===== config.mk =====
export PLATFORM = sky130hd
export DESIGN_NAME = pipe_stall_ctrl
export DESIGN_NICKNAME = d
export VERILOG_FILES = /design/src/rtl/pipe_stall_ctrl.sv
export SDC_FILE = /design/constraint.sdc
export NUM_CORES = 1
export LEC_CHECK = 0
export ABC_AREA = 1
export CAP_MARGIN = 20
export CORE_MARGIN = 2
export CORE_UTILIZATION = 25
export CTS_BUF_LIST = sky130_fd_sc_hd__clkbuf_8 sky130_fd_sc_hd__clkbuf_16
export DETAILED_ROUTE_END_ITERATION = 12
export PLACE_DENSITY = 0.59
export SYNTH_ARGS = -nofsm -noshare
export SYNTH_HDL_FRONTEND = slang
export SYNTH_SLANG_ARGS = --single-unit

===== constraint.sdc =====
create_clock -name clk -period 2.5 [get_ports clk]
set_input_delay 0.375 -clock clk [delete_from_list [all_inputs] [get_ports clk]]
set_output_delay 0.375 -clock clk [all_outputs]
set_load 0.005 [all_outputs]

===== src/rtl/pipe_stall_ctrl.sv =====
// Hazard/stall sequencer: load-use bubbles, branch flushes and the data-memory req/ack wait with sticky timeout.
// Optional STALL_STATS_EN adds StallCycles/LoadUseCount counters.
module pipe_stall_ctrl #(
  parameter int unsigned DM_TIMEOUT = 255,
  parameter int unsigned CNT_W      = 10
) (
  input  logic        clk,
  input  logic        rst,
  input  logic [4:0]  IFIDRs,
  input  logic [4:0]  IFIDRt,
  input  logic        IDEXMemRead,
  input  logic [4:0]  IDEXRt,
  input  logic        BranchTaken,
  input  logic        EXMEMMemRead,
  input  logic        EXMEMMemWrite,
  input  logic        dm_ack,
  output logic        dm_req,
  output logic        PCWrite,
  output logic        IFIDWrite,
  output logic        IFIDFlush,
  output logic        IDEXFlush,
  output logic        PipeHold,
  output logic        MEMWBBubble,
  output logic        dm_err
`ifdef STALL_STATS_EN
  ,
  output logic [31:0] StallCycles,
  output logic [31:0] LoadUseCount
`endif
);

  typedef enum logic [1:0] {S_IDLE, S_WAIT, S_ERR} state_t;

  state_t           r_state;
  logic [CNT_W-1:0] r_cnt;
  logic             w_mem_op;
  logic             w_mem_stall;
  logic             w_load_use;

  assign w_mem_op   = EXMEMMemRead | EXMEMMemWrite;
  assign w_load_use = IDEXMemRead && (IDEXRt != 5'd0) &&
                      ((IDEXRt == IFIDRs) || (IDEXRt == IFIDRt));

  always_comb begin
    w_mem_stall = 1'b0;
    case (r_state)
      S_IDLE:  w_mem_stall = w_mem_op & ~dm_ack;
      S_WAIT:  w_mem_stall = ~dm_ack;
      S_ERR:   w_mem_stall = 1'b1;
      default: w_mem_stall = 1'b0;
    endcase
  end

  // Outputs are forced low while rst is held, even though state is already IDLE.
  always_comb begin
    dm_req      = 1'b0;
    PCWrite     = 1'b0;
    IFIDWrite   = 1'b0;
    IFIDFlush   = 1'b0;
    IDEXFlush   = 1'b0;
    PipeHold    = 1'b0;
    MEMWBBubble = 1'b0;
    dm_err      = 1'b0;
    if (!rst) begin
      case (r_state)
        S_IDLE:  dm_req = w_mem_op;
        S_WAIT:  dm_req = 1'b1;
        default: dm_req = 1'b0;
      endcase
      if (r_state == S_ERR) begin
        PipeHold    = 1'b1;
        MEMWBBubble = 1'b1;
        dm_err      = 1'b1;
      end else if (w_mem_stall) begin
        PipeHold    = 1'b1;
        MEMWBBubble = 1'b1;
      end else if (w_load_use) begin
        IDEXFlush   = 1'b1;
      end else if (BranchTaken) begin
        PCWrite     = 1'b1;
        IFIDWrite   = 1'b1;
        IFIDFlush   = 1'b1;
      end else begin
        PCWrite     = 1'b1;
        IFIDWrite   = 1'b1;
      end
    end
  end

  always_ff @(posedge clk or posedge rst) begin
    if (rst) begin
      r_state <= S_IDLE;
      r_cnt   <= '0;
    end else begin
      case (r_state)
        S_IDLE: begin
          if (w_mem_op && !dm_ack) begin
            r_state <= S_WAIT;
            r_cnt   <= CNT_W'(1);
          end
        end
        S_WAIT: begin
          if (dm_ack) begin
            r_state <= S_IDLE;
          end else begin
            if (r_cnt != '1) r_cnt <= r_cnt + CNT_W'(1);
            if (r_cnt == CNT_W'(DM_TIMEOUT)) r_state <= S_ERR;
          end
        end
        S_ERR:   r_state <= S_ERR;
        default: r_state <= S_IDLE;
      endcase
    end
  end

`ifdef STALL_STATS_EN
  logic [31:0] r_stall_cycles;
  logic [31:0] r_load_use_count;

  always_ff @(posedge clk or posedge rst) begin
    if (rst) begin
      r_stall_cycles   <= '0;
      r_load_use_count <= '0;
    end else begin
      if (w_mem_stall) r_stall_cycles <= r_stall_cycles + 32'd1;
      if (!w_mem_stall && w_load_use) r_load_use_count <= r_load_use_count + 32'd1;
    end
  end

  assign StallCycles  = r_stall_cycles;
  assign LoadUseCount = r_load_use_count;
`endif

endmodule


; ---- After elaboration in Yosys (flattened, before gate mapping)
; Cells that the tools add are included.
[word_totals]
regBits = 12
latchBits = 0
ram_bits = 0
mem_bits_ro = 0
n_memories = 0
[op_classes]
add_sub_neg = 1
mul = 0
div = 0
magnitude_cmp = 0
eq_ne = 10
shift = 0
mux = 29
bitwise_logic = 3
n_reduce_logical = 10
[op_table]
columns = op, count
row1 = two-way mux 10 bit, 3
row2 = case mux 10 bit (2 select lines), 1
row3 = two-way mux 1 bit, 19
row4 = "adder 10 x 1 -> 10 bit, second input constant", 1
row5 = "== test 10 x 8 -> 1 bit, second input constant", 1
row6 = == test 5 bit, 2
row7 = "!= test 10 bit, second input constant", 1
row8 = two-way mux 2 bit, 3
row9 = "!= test 2 bit, second input constant", 3
row10 = case mux 2 bit (3 select lines), 1
row11 = nonzero test 5 bit, 1
row12 = AND reduction 4 bit, 1
row13 = logical AND 1 bit, 3
row14 = "!= test 3 bit, second input constant", 1
row15 = case mux 1 bit (3 select lines), 1
row16 = "== test 2 x 1 -> 1 bit, second input constant", 1
row17 = "== test 2 bit, second input constant", 1
row18 = zero test 2 bit, 1
row19 = case mux 1 bit (2 select lines), 1
row20 = AND reduction 2 bit, 1
row21 = nonzero test 2 bit, 1
row22 = bitwise AND 1 bit, 1
row23 = zero test 1 bit, 1
row24 = logical OR 1 bit, 1
row25 = other kinds (2), 2

; ---- Longest topological paths before layout
; Gate-level depths: netlist (run 1).
[depth]
word_depth = 7
mapped_depth = 10
depth_no_buf = 10

; ---- Worst setup path before layout (run 1)
; OpenSTA, ideal clock, no wires.
[synth_timing]
path_type = register to register
start = register r_cnt[0]
end = register r_cnt[4]
setup_time_ns = 0.076
arrival_time_ns = 1.342
required_time_ns = 2.424
path_slack_ns = 1.082
stages_incl_launch_ff = 10
synth_period_minus_slack_ns = 1.418
path_cell_list = dfrtp_1 -> ha_1 -> nand3_2 -> inv_2 -> nand2_1 -> nor2_2 -> nor2_2 -> buf_6 -> nand4_1 -> o21ai_1
[synth_between]
elab_chain_len = 4
[synth_lines]
columns = element, line_no
row1 = from (decl), 35  ; logic [CNT_W-1:0] r_cnt;
row2 = from (signal assigned), 106  ; if (r_cnt != '1) r_cnt <= r_cnt + CNT_W'(1);
row3 = adder 10 x 1 -> 10 bit, 106
row4 = two-way mux 10 bit, 106
row5 = two-way mux 10 bit, 103  ; if (dm_ack) begin
row6 = case mux 10 bit (2 select lines), 95  ; case (r_state)
; Parallel ways exist; a longest one is shown, timed or not. The select of a mux whose other input is x is not followed.
; A chain may end at the register's enable or synchronous reset.

; ---- Worst setup path in the final report (run 1)
[layout_timing]
start = input IDEXRt[1]
end = output IDEXFlush
[layout_between]
elab_chain_len = 7
[layout_lines]
columns = element, line_no
row1 = from (decl), 12  ; input logic [4:0] IDEXRt,
row2 = == test 5 bit / nonzero test 5 bit (equally long branches), "42, 41"
row3 = logical OR 1 bit / logical AND 1 bit (equally long branches), "42, 41"
row4 = logical AND 1 bit *, 41  ; assign w_load_use = IDEXMemRead && (IDEXRt != 5'd0) &&
row5 = two-way mux 1 bit *, 77  ; end else if (w_load_use) begin
row6 = two-way mux 1 bit *, 74  ; end else if (w_mem_stall) begin
row7 = two-way mux 1 bit *, 70  ; if (r_state == S_ERR) begin
row8 = two-way mux 1 bit *, 64  ; if (!rst) begin
row9 = to (decl), 21  ; output logic IDEXFlush,
; Mark *: on every way between the ends. The rest lies on a longest branch, timed or not.

==> reports/metrics.yaml, run 1 <==
cp_top_family: "buffers and inverters"
cts_buffers: 3
hp-class: "flop to flop"
endpoint_kind: "output pin"
dieWidth_um: 66.5
syn_area_um2: 977
worstMarginPinSlew_ns: 0.474
drc_errors: 0
synth_fp_nets: 182
cp_common_cell: "nand2_1"
path_buf_inv: 3
viasPerCell: 4.22
power.density_nw_per_um2: 329
max_stage_delay_ns: 0.51
p_leak_nw: 0.724
grt_pass1_vias: 876
clk_pin_slew_worst_paths_ns: 0.05
min_from: "r_cnt[1]"
grt_usage_pct: 10.7
netlist-cell-type-count: 20
grt_max_degree: 13
drtIter0Drc: 52
clock-skew-final_ns: 0.00191
overflow: 0
status: "complete, no violations"
postCtsHoldBufs: 0
drive_gt1_share_pct: 10.1
avgRoutedWirePerCell_um: 8.49
layout.nets: 214
area_growth_syn_to_layout_pct: 38.9
worstPathArrival_ns: 1.94
setup_viol: 0
layout_common_cells: "nand2_1, inv_1, clkdlybuf4s50_1, nor2_1, dfrtp_1"
period_needed_ns: 2.32
cts_repair_resize_count: 0
core-area_um2: 3720
cp_slowest_cell: "clkdlybuf4s50_1"
synth_warnings: 0
max_freq_ghz: 0.431
initial_utilization_pct: 26.3
cts_buffer_depth: 2
dp_hpwl_mm: 1.63
cts_setup_buffers: 0
final.setup.tns_ns: 0
worst_ir_drop_vdd_v: 0.000104
slew_headroom_pct: 68.4
cp.required_ns: 2.12
utilization_pct: 36.5
yosysSeqAreaShare_pct: 30.7
diodes: 0
cp_cell_sequence: "clkdlybuf4s50_1 > inv_1 > nand2_1 > nand2_1 > nor2_1 > nand3_1 > nand2_1 > nand2_1 > nor2_1 > clkdlybuf4s50_1"
dieArea_um2: 4420
cts_sinks: 12
critPathLaunchType: "primary input"
grt_pass1_wl_mm: 3.56
layout_commonest_cell: "nand2_1"
placementRows: 22
drtPass1Iterations: 4
ant_nets: 0
drv_cap: 0
clock_latency_ns: 0.24
antenna_found_initial: 0
r2r_start: "r_cnt[0]"
postSynthCellCount: 159
cts_tree: "built"
ios: 30
worst-setup-path-type: "primary input to output pin"
postSynthAreaPerCell_um2: 6.15
htree_levels: 1
dieHeight_um: 66.5
finalCritPeriodShare_pct: 92.7
routed_wl_mm: 2.01
hold_violations: 0
crit_path_max_fanout: 3
synth.ff_latch_count: 12
startpoint: "IDEXRt[1]"
port_buffers: 29
slew_violations: 0
vias: 999
rsz0062_at_grt: "false"
cts_root_buf: "clkbuf_8"
fill_cells: 408
gp_congestion: 0.735
[final timing paths]
kind                              to  slack, ns  cells past startpoint
min                         r_cnt[1]       0.52                      2
max reg2reg                 r_cnt[6]       0.78                     10
max                        IDEXFlush       0.18                     10
min in group asynchronous   r_cnt[3]       0.57                      2
max in group asynchronous   r_cnt[5]       1.61                      2
min reg2reg                 r_cnt[1]       0.52                      2
[per-layer routing]
metal / share of wire [%] / vias up / global-route usage, %
met1: 52 / 421 / 14.4
li1: - / 541 / -
met2: 38 / 32 / 14.9
met3: 7.0 / 5 / 2.87
met5: 0 / - / 0
met4: 2.9 / 0 / 6.89
[synthesized netlist by cell type, drive strengths merged]
cell type / count / area [µm²]
o21ai: 10 / 50.1
a22oi: 1 / 12.5
inv: 33 / 124
nand4: 4 / 25.0
buf: 3 / 26.3
ha: 1 / 12.5
xnor2: 2 / 17.5
a21oi: 2 / 10.0
nor2: 21 / 93.8
dfrtp: 12 / 300
or2: 2 / 12.5
nand3: 14 / 85.1
nand2: 54 / 208
[layout make-up]
| class | count | area, µm² | area share, % |
|---|---|---|---|
| clock buffers | 3 | 41.3 | 3.04 |
| multi-input cells | 111 | 527 | 38.8 |
| repair buffers | 30 | 305 | 22.5 |
| well taps | 48 | 60.1 | 4.42 |
| flip-flops and latches | 12 | 300 | 22.1 |
| inverters | 33 | 124 | 9.12 |
[per-stage QoR]
stage               instances  setup WS, ns  hold WS (ns)  power (mW)  instance area [µm²]
finish                    237         0.182         0.516       0.446                 1360
global route              237        0.0219         0.560       0.466                 1360
CTS                       237         0.152         0.515       0.455                 1350
detailed placement        234         0.166         0.502       0.273                 1310
global placement          234         0.168         0.501       0.273                 1310
floorplan                 159          1.08         0.240       0.227                  977
[worst min-delay path, stage by stage, from the launching register on]
cell and delay [ns]:
dfrtp_1 0.36, nand2_1 0.06, nand2_1 0.06
[power by group]
group / internal, mW / switching (mW)
registers: 0.194 / 0
clock network: 0.106 / 0.0719
logic: 0.0439 / 0.0297
[state kept, by name, indices dropped and copies added (netlist names)]
| name | cells |
|---|---|
| r_state | 2 |
| r_cnt | 10 |
[kinds of logic after synthesis]
family	after synthesis	synth area share [%]
XOR/XNOR	2	1.79
adder cells (fa/ha/maj)	1	1.28
AND/OR/NAND/NOR	95	43.4
flip-flops	12	30.7
buffers and inverters	36	15.4
AO/OA/AOI/OAI	13	7.43
Power figures use the tool's default switching activity.
==> inputs of run 2 (changes only) <==
--- a/config.mk
+++ b/config.mk
@@ -7,11 +7,11 @@
 export LEC_CHECK = 0
 export ABC_AREA = 1
 export CAP_MARGIN = 20
-export CORE_MARGIN = 2
 export CORE_UTILIZATION = 25
 export CTS_BUF_LIST = sky130_fd_sc_hd__clkbuf_8 sky130_fd_sc_hd__clkbuf_16
 export DETAILED_ROUTE_END_ITERATION = 12
-export PLACE_DENSITY = 0.59
+export DONT_BUFFER_PORTS = 1
+export PLACE_DENSITY = 0.49
 export SYNTH_ARGS = -nofsm -noshare
 export SYNTH_HDL_FRONTEND = slang
 export SYNTH_SLANG_ARGS = --single-unit
==> run 2 against run 1 <==
Effect of this change:
- sequential power about the same
- clock power increased by 19%
- critical path depth is 3 lower
- design area down 21%
==> reports/metrics.yaml, run 2 (same netlist as run 1, synthesis figures left out) <==
status: "complete, no violations"
dieArea_um2: 4160  # -5.9%
cts_sinks: 12  # unchanged
cts_repair_resize_count: 0  # unchanged
worstPathArrival_ns: 1.31  # -0.63 ns
drive_gt1_share_pct: 12.4  # +2.4 points
clock_latency_ns: 0.24  # about the same
cts_tree: "built"
hold_violations: 0  # unchanged
whs_ns: 0.0267  # -0.489 ns
max_stage_delay_ns: 0.40  # -0.11 ns
crit_path_max_fanout: 4  # +1
port_buffers: 0  # -100%
area_growth_syn_to_layout_pct: 9.86
timing.final.ws_setup_ns: 0.817  # +0.636 ns
layout_commonest_cell: "nand2_1"
dieHeight_um: 64.5  # -3.0%
final.setup.tns_ns: 0  # unchanged
finalCritPeriodShare_pct: 67.3  # -25 points
top_register: "r_cnt"
cp.required_ns: 2.12  # about the same
avgRoutedWirePerCell_um: 9.02  # +6.2%
stdcell_count: 209  # -12%
grt_pass1_wl_mm: 3.59  # +0.79%
worst_ir_drop_vdd_v: 0.000114  # +10%
vias: 874  # -13%
worstMarginPinSlew_ns: 0.458  # -0.0152 ns
grt_max_degree: 13  # unchanged
cp_cell_sequence: "inv_2 > nand2_2 > nand3_2 > nand2_1 > nor2_1 > nand2_1 > nor2_1"
grt_usage_pct: 11.2  # +0.47 points
cts_buffers: 3  # unchanged
max_freq_ghz: 0.594  # +38%
clock-skew-final_ns: 0.00350  # +0.00159 ns
routed_wl_mm: 1.89  # -6.3%
layout_common_cells: "nand2_1, inv_1, nor2_1, dfrtp_1, nand3_1"
placementRows: 22  # unchanged
ios: 30  # unchanged
rsz0062_at_grt: "false"
clk_pin_slew_worst_paths_ns: 0.05  # about the same
cp_top_family: "simple AND/OR/NAND/NOR gates"
drv_cap: 0  # unchanged
p_leak_nw: 0.583  # -19%
dp_hpwl_mm: 1.52  # -6.3%
postCtsHoldBufs: 0  # unchanged
viasPerCell: 4.18  # -0.79%
initial_utilization_pct: 26.3  # unchanged
htree_levels: 1  # unchanged
ant_nets: 0  # unchanged
antenna_found_initial: 0  # unchanged
drtIter0Drc: 45  # -13%
gp_congestion: 0.768  # +4.5%
dp_slack_ns: 0.820  # +0.654 ns
cts_root_buf: "clkbuf_8"
core-area_um2: 3720  # unchanged
critPathLaunchType: "flop"
grt_pass1_vias: 884  # +0.91%
power.density_nw_per_um2: 408  # +24%
diodes: 0  # unchanged
period_needed_ns: 1.68  # -0.636 ns
path_buf_inv: 1  # -2
hp-class: "primary input to asynchronous set/reset pin"
cp_slowest_cell: "dfrtp_1"
drtPass1Iterations: 4  # unchanged
cts_buffer_depth: 2  # unchanged
worst-setup-path-type: "flop to output pin"
dp_cells: 205  # -12%
overflow: 0  # unchanged
slew_violations: 0  # unchanged
drc_errors: 0  # unchanged
largest_reg_flops: 10  # unchanged
cts_setup_buffers: 0  # unchanged
setup_viol: 0  # unchanged
reg_top3: "r_cnt x10, r_state x2"
layout.nets: 185  # -14%
dieWidth_um: 64.5  # -3.0%
endpoint_kind: "output pin"
slew_headroom_pct: 69.4  # +1.0 points
## run 2: worst paths after layout
check                            from         end  slack (ns)  cells past startpoint
max                        r_state[0]   IFIDFlush        0.82                      7
min                               rst    r_cnt[8]        0.03                      1
max reg2reg                  r_cnt[0]    r_cnt[6]        0.82                     10
min reg2reg                  r_cnt[1]    r_cnt[1]        0.53                      2
max in group asynchronous         rst    r_cnt[9]        2.16                      1
min in group clk               dm_ack  r_state[0]        0.35                      3
## run 2: layout make-up
cell class,instances,area (µm²)
fillers,425,2640
multi-input cells,111,527
flip-flops and latches,12,300
inverters,33,124
well taps,48,60.1
clock buffers,4,55.1
repair buffers,1,7.51
## run 2: power breakdown
group | switching (mW) | internal, mW
clock network | 0.0719 | 0.139
registers | 0 | 0.194
logic | 0.0199 | 0.0125
total | 0.0918 | 0.346
## run 2: per-layer routing
| metal | part of all wire (%) | track usage [%] | wire, µm |
|---|---|---|---|
| met2 | 45 | 18.0 | 843 |
| met1 | 50 | 13.3 | 943 |
| met4 | 2.7 | 8.33 | 51 |
| met3 | 2.4 | 1.58 | 46 |
| met5 | 0 | 0 | 0 |
## run 2: worst register-to-register path: cells and delay by family (launching register included)
kind                     cells  cell delay, ns
AND/OR/NAND/NOR              5            0.51
adder cells (fa/ha/maj)      1            0.23
buffers and inverters        3            0.37
flip-flops                   1            0.39
AO/OA/AOI/OAI                1            0.06
## run 2: stage by stage
| stage | instance area [µm²] | utilization (%) | total power [mW] |
|---|---|---|---|
| after floorplan | 977 | - | 0.227 |
| after global placement | 1020 | 27.4 | 0.231 |
| after detailed placement | 1020 | 27.4 | 0.231 |
| after CTS | 1070 | 28.9 | 0.447 |
| after global routing | 1070 | 28.9 | 0.462 |
| final | 1070 | 28.9 | 0.438 |
==> inputs of run 3 (changes only) <==
--- a/config.mk
+++ b/config.mk
@@ -11,7 +11,7 @@
 export CTS_BUF_LIST = sky130_fd_sc_hd__clkbuf_8 sky130_fd_sc_hd__clkbuf_16
 export DETAILED_ROUTE_END_ITERATION = 12
 export DONT_BUFFER_PORTS = 1
-export PLACE_DENSITY = 0.49
+export PLACE_DENSITY = 0.51
 export SYNTH_ARGS = -nofsm -noshare
 export SYNTH_HDL_FRONTEND = slang
 export SYNTH_SLANG_ARGS = --single-unit
==> constraint.sdc (replaced) <==
create_clock -name clk -period 1.5 [get_ports clk]
set_input_delay 0.225 -clock clk [delete_from_list [all_inputs] [get_ports clk]]
set_output_delay 0.225 -clock clk [all_outputs]
set_load 0.005 [all_outputs]
==> run 3 against run 2 <==
Effect of this change:
- combinational power is 92% higher
- clock skew is 0.0038 ns higher
- sequential cell count stayed put
- clock-buffer cell count stayed put
- hold slack better by 0.26 ns
- register-to-register slack worse by 0.75 ns
- via count is 9.3% higher
- final cell count is 5.3% higher
- highest routed layer unchanged
==> reports/metrics.yaml, run 3 (same netlist as run 1, synthesis figures left out) <==
drc_errors: 0  # unchanged
total_power_mw: 0.744  # +70%
clk_pin_slew_worst_paths_ns: 0.06  # about the same
vias: 955  # +9.3%
layout_commonest_cell: "nand2_1"
rsz0062_at_grt: "true"
wl_met2_mm: 1.03  # +23%
layout_common_cells: "nand2_1, inv_1, nor2_1, dfrtp_1, nand3_1"
clock_latency_ns: 0.24  # about the same
largest_reg_flops: 10  # unchanged
max_freq_ghz: 0.688
dieWidth_um: 64.5  # unchanged
crit_path_max_fanout: 4  # unchanged
routed_wl_mm: 2.13  # +13%
period_needed_ns: 1.45
finalCritPeriodShare_pct: 96.9
slew_violations: 0  # unchanged
avgRoutedWirePerCell_um: 9.70  # +7.5%
drtIter0Drc: 51  # +13%
core-area_um2: 3720  # unchanged
drtPass1Iterations: 4  # unchanged
power.internal_mw: 0.580  # +68%
endpoint_kind: "output pin"
wl_met3_um: 58  # +26%
cts_root_buf: "clkbuf_8"
hp-class: "primary input to flop"
p_clk_share_pct: 48.1  # about the same
area_growth_syn_to_layout_pct: 24.7
top_register: "r_cnt"
grt_max_degree: 13  # unchanged
sw_frac_of_total_pct: 22.0  # +1.0 points
combPwrFrac_pct: 8.4  # +1.0 points
grt_usage_pct: 10.3  # -0.88 points
drv_cap: 0  # unchanged
port_buffers: 0  # unchanged
fill_cells: 402  # -5.4%
diodes: 0  # unchanged
antenna_found_initial: 0  # unchanged
layout.nets: 196  # +5.9%
slew_headroom_pct: 68.4  # -0.98 points
initial_utilization_pct: 26.3  # unchanged
cts_sinks: 12  # unchanged
stdcell_count: 220  # +5.3%
p_sw_mw: 0.163  # +78%
drive_gt1_share_pct: 22.1  # +9.7 points
power.density_nw_per_um2: 610  # +50%
reg_top3: "r_cnt x10, r_state x2"
wl_met1_mm: 1.02  # +7.7%
critPathLaunchType: "flop"
worst_ir_drop_vdd_v: 0.000274  # +140%
dieArea_um2: 4160  # unchanged
status: "complete, no violations"
worstMarginPinSlew_ns: 0.473  # +0.0147 ns
grt_pass1_vias: 793  # -10%
cts_tree: "built"
multi_input_area_um2: 579  # +10%
cp.required_ns: 1.27  # -0.85 ns
dieHeight_um: 64.5  # unchanged
dp_hpwl_mm: 1.65  # +8.4%
overflow: 0  # unchanged
worstPathArrival_ns: 1.23  # -0.08 ns
dp_cells: 210  # +2.4%
top_layer_used: "met4"
seqPwrFrac_pct: 43.5  # -0.9 points
final.setup.tns_ns: 0  # unchanged
gp_congestion: 0.729  # -5.1%
utilization_pct: 32.8  # +3.9 points
regArea_um2: 300  # unchanged
ios: 30  # unchanged
ant_nets: 0  # unchanged
cts_buffers: 3  # unchanged
placementRows: 22  # unchanged
clock-skew-final_ns: 0.00731  # +0.00381 ns
p_leak_nw: 0.637  # +9.1%
hold_violations: 0  # unchanged
worst-setup-path-type: "flop to output pin"
grt_pass1_wl_mm: 3.39  # -5.4%
setup_viol: 0  # unchanged
htree_levels: 1  # unchanged
viasPerCell: 4.34  # +3.8%
cts_buffer_depth: 2  # unchanged
-- run 3: worst paths after layout --
kind	startpoint	to	slack (ns)	cells after the start
hold reg to reg	r_cnt[1]	r_cnt[1]	0.52	2
setup / recovery	r_state[0]	IFIDFlush	0.05	7
min in group asynchronous	rst	r_cnt[9]	0.44	2
max in group asynchronous	rst	r_cnt[7]	0.73	2
hold / removal	dm_ack	r_state[1]	0.29	3
setup reg to reg	r_cnt[0]	r_cnt[3]	0.07	9
-- run 3: metrics by stage --
| step | setup slack (ns) | area (µm²) | hold slack [ns] |
|---|---|---|---|
| final | 0.0468 | 1220 | 0.290 |
| after CTS | -0.000308 | 1130 | 0.261 |
| after floorplan | 0.0815 | 977 | 0.0897 |
| after global routing | -0.0373 | 1220 | 0.303 |
| after global placement | 0.0677 | 1060 | 0.167 |
| after detailed placement | 0.0145 | 1060 | 0.165 |
-- run 3: layout make-up --
cell class	count	area share (%)
Clock buffer	4	4.52
Inverter	33	10.2
Tap cell	48	4.93
Sequential cell	12	24.6
Multi-Input combinational cell	111	47.5
Timing Repair Buffer	12	8.21
-- run 3: worst max-delay path, cell delays in order (launching register included) --
cell	delay, ns
dfrtp_1	0.38
inv_2	0.11
nand2_4	0.07
nand3_4	0.08
nand2_4	0.05
nor2_4	0.11
nand2_2	0.07
nor2_2	0.12
-- run 3: repair_timing --
action                                 4_1_cts  5_1_grt
hold buffers                                 1        0
resized for setup                            0       16
pin swaps                                    0        6
setup buffers                                1        4
endpoints found under the hold margin       12        0
setup endpoints to repair                    2       14
-- run 3: per-layer routing --
metal / vias to the layer above / GRT usage (%)
li1: 505 / -
met1: 427 / 13.8
met2: 21 / 16.7
met3: 2 / 1.58
met4: 0 / 3.33
met5: - / 0
-- run 3: power groups by stage --
stage / logic (mW) / clock network (mW) / registers (mW)
finish: 0.0622 / 0.358 / 0.324
global placement: 0.0561 / 0 / 0.330
global route: 0.0732 / 0.382 / 0.324
detailed placement: 0.0566 / 0 / 0.330
CTS: 0.0590 / 0.366 / 0.324
floorplan: 0.0483 / 0 / 0.330
